[config.mk]
export PLATFORM = sky130hd
export DESIGN_NAME = wb_host_master
export DESIGN_NICKNAME = d
export VERILOG_FILES = /design/src/rtl/wb_host_master.sv
export SDC_FILE = /design/constraint.sdc
export NUM_CORES = 1
export LEC_CHECK = 0
export BUFFER_PORTS_ARGS = -buffer_cell sky130_fd_sc_hd__buf_4
export CORE_MARGIN = 2
export CORE_UTILIZATION = 48
export DETAILED_ROUTE_END_ITERATION = 8
export GPL_ROUTABILITY_DRIVEN = 0
export MAX_ROUTING_LAYER = met4
export PLACE_DENSITY = 0.82
export SETUP_SLACK_MARGIN = 0.15
export SLEW_MARGIN = 30
export SYNTH_ARGS = -nofsm -noshare
export SYNTH_HDL_FRONTEND = slang
export SYNTH_SLANG_ARGS = --single-unit
[constraint.sdc]
create_clock -name wb_clk_i -period 4.8 [get_ports wb_clk_i]
set_input_delay 0.72 -clock wb_clk_i [delete_from_list [all_inputs] [get_ports wb_clk_i]]
set_output_delay 0.72 -clock wb_clk_i [all_outputs]
set_load 0.03 [all_outputs]
[src/rtl/wb_host_master.sv]
// wb_host_master: turns one host command into one Wishbone classic cycle and returns a response.
// Latency: a command accepted at edge N drives cyc/stb from N; an ack in the first bus cycle gives rsp_valid after N+1.
// Backpressure: cmd_ready is low while busy; a stalled response holds rsp_* and blocks new commands.
//
// Ports:
//   wb_clk_i, wb_rst_i          clock, asynchronous active-high reset
//   cmd_valid/cmd_ready/cmd_*   host command (we, sel, adr, dat)
//   rsp_valid/rsp_ready/rsp_*   host response (read data, timeout flag)
//   wbm_*                       Wishbone classic initiator port
//   busy                        high whenever a transaction is in flight or unconsumed
module wb_host_master #(
  parameter int TIMEOUT = 255
) (
  input  logic        wb_clk_i,
  input  logic        wb_rst_i,
  input  logic        cmd_valid,
  output logic        cmd_ready,
  input  logic        cmd_we,
  input  logic [3:0]  cmd_sel,
  input  logic [31:0] cmd_adr,
  input  logic [31:0] cmd_dat,
  output logic        rsp_valid,
  input  logic        rsp_ready,
  output logic [31:0] rsp_dat,
  output logic        rsp_err,
  output logic        wbm_cyc_o,
  output logic        wbm_stb_o,
  output logic        wbm_we_o,
  output logic [3:0]  wbm_sel_o,
  output logic [31:0] wbm_adr_o,
  output logic [31:0] wbm_dat_o,
  input  logic        wbm_ack_i,
  input  logic [31:0] wbm_dat_i,
  output logic        busy
);

  localparam int CW = $clog2(TIMEOUT + 1);
  // Value of the wait counter during the last permitted bus cycle; the counter
  // starts at zero in the first cycle, so stb stays high exactly TIMEOUT cycles.
  localparam logic [CW-1:0] LAST_CNT = CW'(TIMEOUT - 1);

  localparam logic [1:0] IDLE = 2'd0;
  localparam logic [1:0] BUS  = 2'd1;
  localparam logic [1:0] RESP = 2'd2;

  logic [1:0]    state;
  logic [CW-1:0] wait_cnt;

  always_ff @(posedge wb_clk_i or posedge wb_rst_i) begin
    if (wb_rst_i) begin
      state     <= IDLE;
      wait_cnt  <= '0;
      cmd_ready <= 1'b0;
      busy      <= 1'b0;
      rsp_valid <= 1'b0;
      rsp_dat   <= 32'h0;
      rsp_err   <= 1'b0;
      wbm_cyc_o <= 1'b0;
      wbm_stb_o <= 1'b0;
      wbm_we_o  <= 1'b0;
      wbm_sel_o <= 4'h0;
      wbm_adr_o <= 32'h0;
      wbm_dat_o <= 32'h0;
    end else begin
      case (state)
        IDLE: begin
          // cmd_ready comes up one edge after reset release.
          cmd_ready <= 1'b1;
          if (cmd_valid && cmd_ready) begin
            state     <= BUS;
            cmd_ready <= 1'b0;
            busy      <= 1'b1;
            wait_cnt  <= '0;
            wbm_cyc_o <= 1'b1;
            wbm_stb_o <= 1'b1;
            wbm_we_o  <= cmd_we;
            wbm_sel_o <= cmd_sel;
            wbm_adr_o <= cmd_adr;
            wbm_dat_o <= cmd_dat;
          end
        end

        BUS: begin
          // Ack is tested first so an ack on the final permitted cycle wins over the timeout.
          if (wbm_ack_i || (wait_cnt == LAST_CNT)) begin
            state     <= RESP;
            rsp_valid <= 1'b1;
            rsp_err   <= ~wbm_ack_i;
            rsp_dat   <= (wbm_ack_i && !wbm_we_o) ? wbm_dat_i : 32'h0;
            wbm_cyc_o <= 1'b0;
            wbm_stb_o <= 1'b0;
            wbm_we_o  <= 1'b0;
            wbm_sel_o <= 4'h0;
            wbm_adr_o <= 32'h0;
            wbm_dat_o <= 32'h0;
          end else begin
            wait_cnt <= wait_cnt + 1'b1;
          end
        end

        RESP: begin
          if (rsp_ready) begin
            state     <= IDLE;
            rsp_valid <= 1'b0;
            busy      <= 1'b0;
            cmd_ready <= 1'b1;
          end
        end

        default: begin
          state     <= IDLE;
          busy      <= 1'b0;
          rsp_valid <= 1'b0;
          wbm_cyc_o <= 1'b0;
          wbm_stb_o <= 1'b0;
        end
      endcase
    end
  end

endmodule
==> results by group <==
Outcome
  – Status: finished clean

Pwr
  – Static Leak: 3.592 nW
  – Combinational power share: 43.9%
  – Internal Power: 3.141 mW
  – Final Power: 5.413 mW
  – Clock power frac: 24.6%
  – Worst vdd ir: 0.4538 mV
  – Seq pwr share: 31.4%
  – PwrDens: 754.2 mW/mm^2
  – Psw: 2.272 mW
  – Switching Share: 41.97%

STA
  – Worst Setup Slack, final: 2.409 ns
  – Fin. Hold Viols: 0
  – Unrepaired setup endpoints after global routing: false
  – Final period utilization: 49.81%
  – Slew margin rel.: 45.90%
  – Final setup violation count: 0
  – Hold WS: 0.3423 ns
  – Skew final: 0.007960 ns
  – Pins Over Slew Limit: 0
  – Fin crit period: 2.391 ns
  – FMAX: 418.3 MHz
  – Slew at the pin closest to its max-slew limit: 0.8115 ns
  – Setup TNS: 0 ns

Clock network
  – CTS Buf Count: 17
  – Clock Sinks: 116
  – Worst-path clk slew: 0.05 ns
  – CTS tree: done
  – Clock Tree Root: clkbuf_8
  – Cts hold-fix bufs: 0
  – Post-CTS Repair Setup Buffers: 0
  – Clock buffer depth: 2
  – CTS resizes: 0
  – CTS H-tree depth: 4
  – Clock latency on the worst-skew pair: 0.52 ns

Synthesis
  – Post-synthesis xor/xnor area fraction: 0%
  – Ys flop type: dfrtp_1
  – Ys Warns: 0
  – Post-Synth Adder-Cell Area: 0.5084%
  – Syn Std Cell Area: 0.004922 sq mm
  – Sequential area share after synthesis: 58.97%
  – Synth Instances: 526
  – Synth Area per Inst: 9.358 sq um
  – Synth Area in Simple Gates: 22.11%
  – Cell variety after synth: 36
  – Multiplexer area fraction after synthesis: 0.2034%
  – Post-synth EDFFs: 0
  – Largest family of logic cells by synthesized area: simple AND/OR/NAND/NOR gates
  – Compound-Gate Fraction of Synth Area: 13.88%
  – Ys async rst share: 100.0%
  – Flop and latch count out of synthesis: 116
  – Syn nets: 634

Cells and area
  – Post-Layout Cell Count: 865
  – Final #Nets: 827
  – Commonest non-fill, non-tap cell in the layout: buf_4
  – Layout area overhead: 45.81%
  – Sequential Area: 0.002903 sq mm
  – N_diodes: 0
  – Layout filler cell count: 697
  – Fraction of layout cells with a size suffix above 1: 35.25%
  – Multi-input gate area: 0.001817 sq mm
  – Most frequent cells in the layout: buf_4, nand2_1, dfrtp_1, o21ai_0, nand4b_1

Critical path
  – CP max stage delay: 0.87 ns
  – Critical-path cell list: buf_4
  – Cells on worst reg2reg path: 8
  – WP depth: 1
  – Required @ worst endpoint: 4.08 ns
  – CP Max Fanout: 34
  – Worst R2R Start: wait_cnt[0]$_DFFE_PP0P_
  – CP max-delay cell: dfrtp_1
  – Worst Setup End Kind: output port
  – CP delay by family, top: flip-flops
  – Crit path launch: wbm_we_o$_DFFE_PP0P_
  – Critical Path AT: 1.67 ns
  – Worst Path Buf+Inv: 1
  – Crit Path Category: reg2out
  – Critical Path Start Type: flop

Route
  – DR pass1 iterations: 7
  – Final WL: 13580 microns
  – Number of vias per cell: 5.332
  – Vias: 4612
  – # DRC: 0
  – Initial drt markers: 202
  – DR WL/cell: 15.69 microns
  – Post-route ant nets: 0

GRT
  – Largest net degree at the start of global routing: 82
  – All-Layer GR Usage: 25.90%
  – Overflow after GRT: 0
  – Antenna violations before repair: 0
  – Global-route wire length before repair: 22290 microns
  – Vias in the first global route: 4497

Placement
  – HPWL Detailed: 8961 microns
  – Port Buffers: 212
  – Inst Count DP: 833
  – Post-place setup slack: 2.348 ns

Floorplan
  – IO Pins: 213
  – Die height: 105.3 microns
  – Core Rows: 36
  – Core area: 0.009864 sq mm
  – Full die area: 0.01108 sq mm
  – Initial Utilization: 49.90%
  – Die X: 105.3 microns

Worst hold path
  – Hold Crit Class: in2async

Job
  – Maxcap violations: 0
[cell type report]
class / count / area share [%]
Clock inverter: 9 / 2.057
Tap cell: 133 / 2.319
Timing Repair Buffer: 218 / 22.80
Multi-Input combinational cell: 362 / 25.31
Sequential cell: 116 / 40.45
Inverter: 4 / 0.2789
Clock buffer: 23 / 6.782
[final timing paths]
path | to | slack [ns]
max | wbm_we_o | 2.41
max reg2reg | wbm_adr_o[17]$_DFFE_PP0P_ | 2.54
min | wbm_adr_o[20]$_DFFE_PP0P_ | 0.34
min reg2reg | rsp_valid$_DFFE_PP0P_ | 0.48
max in group asynchronous | wait_cnt[5]$_DFFE_PP0P_ | 3.49
min in group wb_clk_i | wbm_dat_o[27]$_DFFE_PP0P_ | 0.40
[registers in the layout, indices dropped and copies added (netlist names)]
register / count
rsp_dat: 32
rsp_err: 1
state: 2
wbm_we_o: 1
wbm_dat_o: 32
wbm_adr_o: 32
wait_cnt: 8
wbm_stb_o: 1
wbm_sel_o: 4
rsp_valid: 1
busy: 1
cmd_ready: 1
[per-layer routing]
| metal | wire [microns] | GRT usage (%) | part of all wire [%] | vias to the layer above |
|---|---|---|---|---|
| met3 | 1163 | 8.658 | 8.6 | 11 |
| met2 | 6894 | 40.37 | 51 | 194 |
| met1 | 5374 | 32.65 | 40 | 2244 |
| li1 | - | - | - | 2163 |
| met4 | 142 | 6.952 | 1.0 | 0 |
| met5 | 0 | - | 0 | - |
[through the flow]
| step | cell area (sq um) | utilization [%] |
|---|---|---|
| floorplan | 4922 | - |
| global placement | 6540 | 66.30 |
| detailed placement | 6540 | 66.30 |
| CTS | 7174 | 72.73 |
| global route | 7177 | 72.75 |
| finish | 7177 | 72.75 |
[cells in the mapped netlist (2+ instances only)]
cell type,count,area share [%]
a21o_1,3,0.46
a21oi_1,6,0.61
a2bb2oi_1,2,0.36
a31oi_1,2,0.25
buf_1,3,0.23
buf_2,4,0.41
buf_6,3,0.69
clkbuf_1,32,2.4
dfrtp_1,116,59
ha_1,2,0.51
inv_1,4,0.30
nand2_1,174,13
nand3_1,8,0.81
nand4_1,2,0.25
nand4b_1,32,5.7
nor2_1,6,0.46
o21ai_0,108,11
[power groups by stage]
| stage | logic (mW) | registers (mW) | clock network, mW |
|---|---|---|---|
| 6_report | 2.38 | 1.70 | 1.33 |
| 5_1_grt | 2.55 | 1.76 | 1.41 |
| 4_1_cts | 2.40 | 1.70 | 1.35 |
| 3_5_place_dp | 2.40 | 1.70 | 0 |
| 3_3_place_gp | 2.33 | 1.69 | 0 |
| 2_1_floorplan | 0.753 | 2.41 | 0 |
[cells by family after synthesis]
| kind of cell | after synthesis |
|---|---|
| AOI/OAI and AO/OA | 128 |
| adders and majority gates | 2 |
| buffers and inverters | 48 |
| DFF | 116 |
| muxes | 1 |
| and+or+nand+nor | 231 |
No activity file was read; power rests on OpenSTA's default activity.
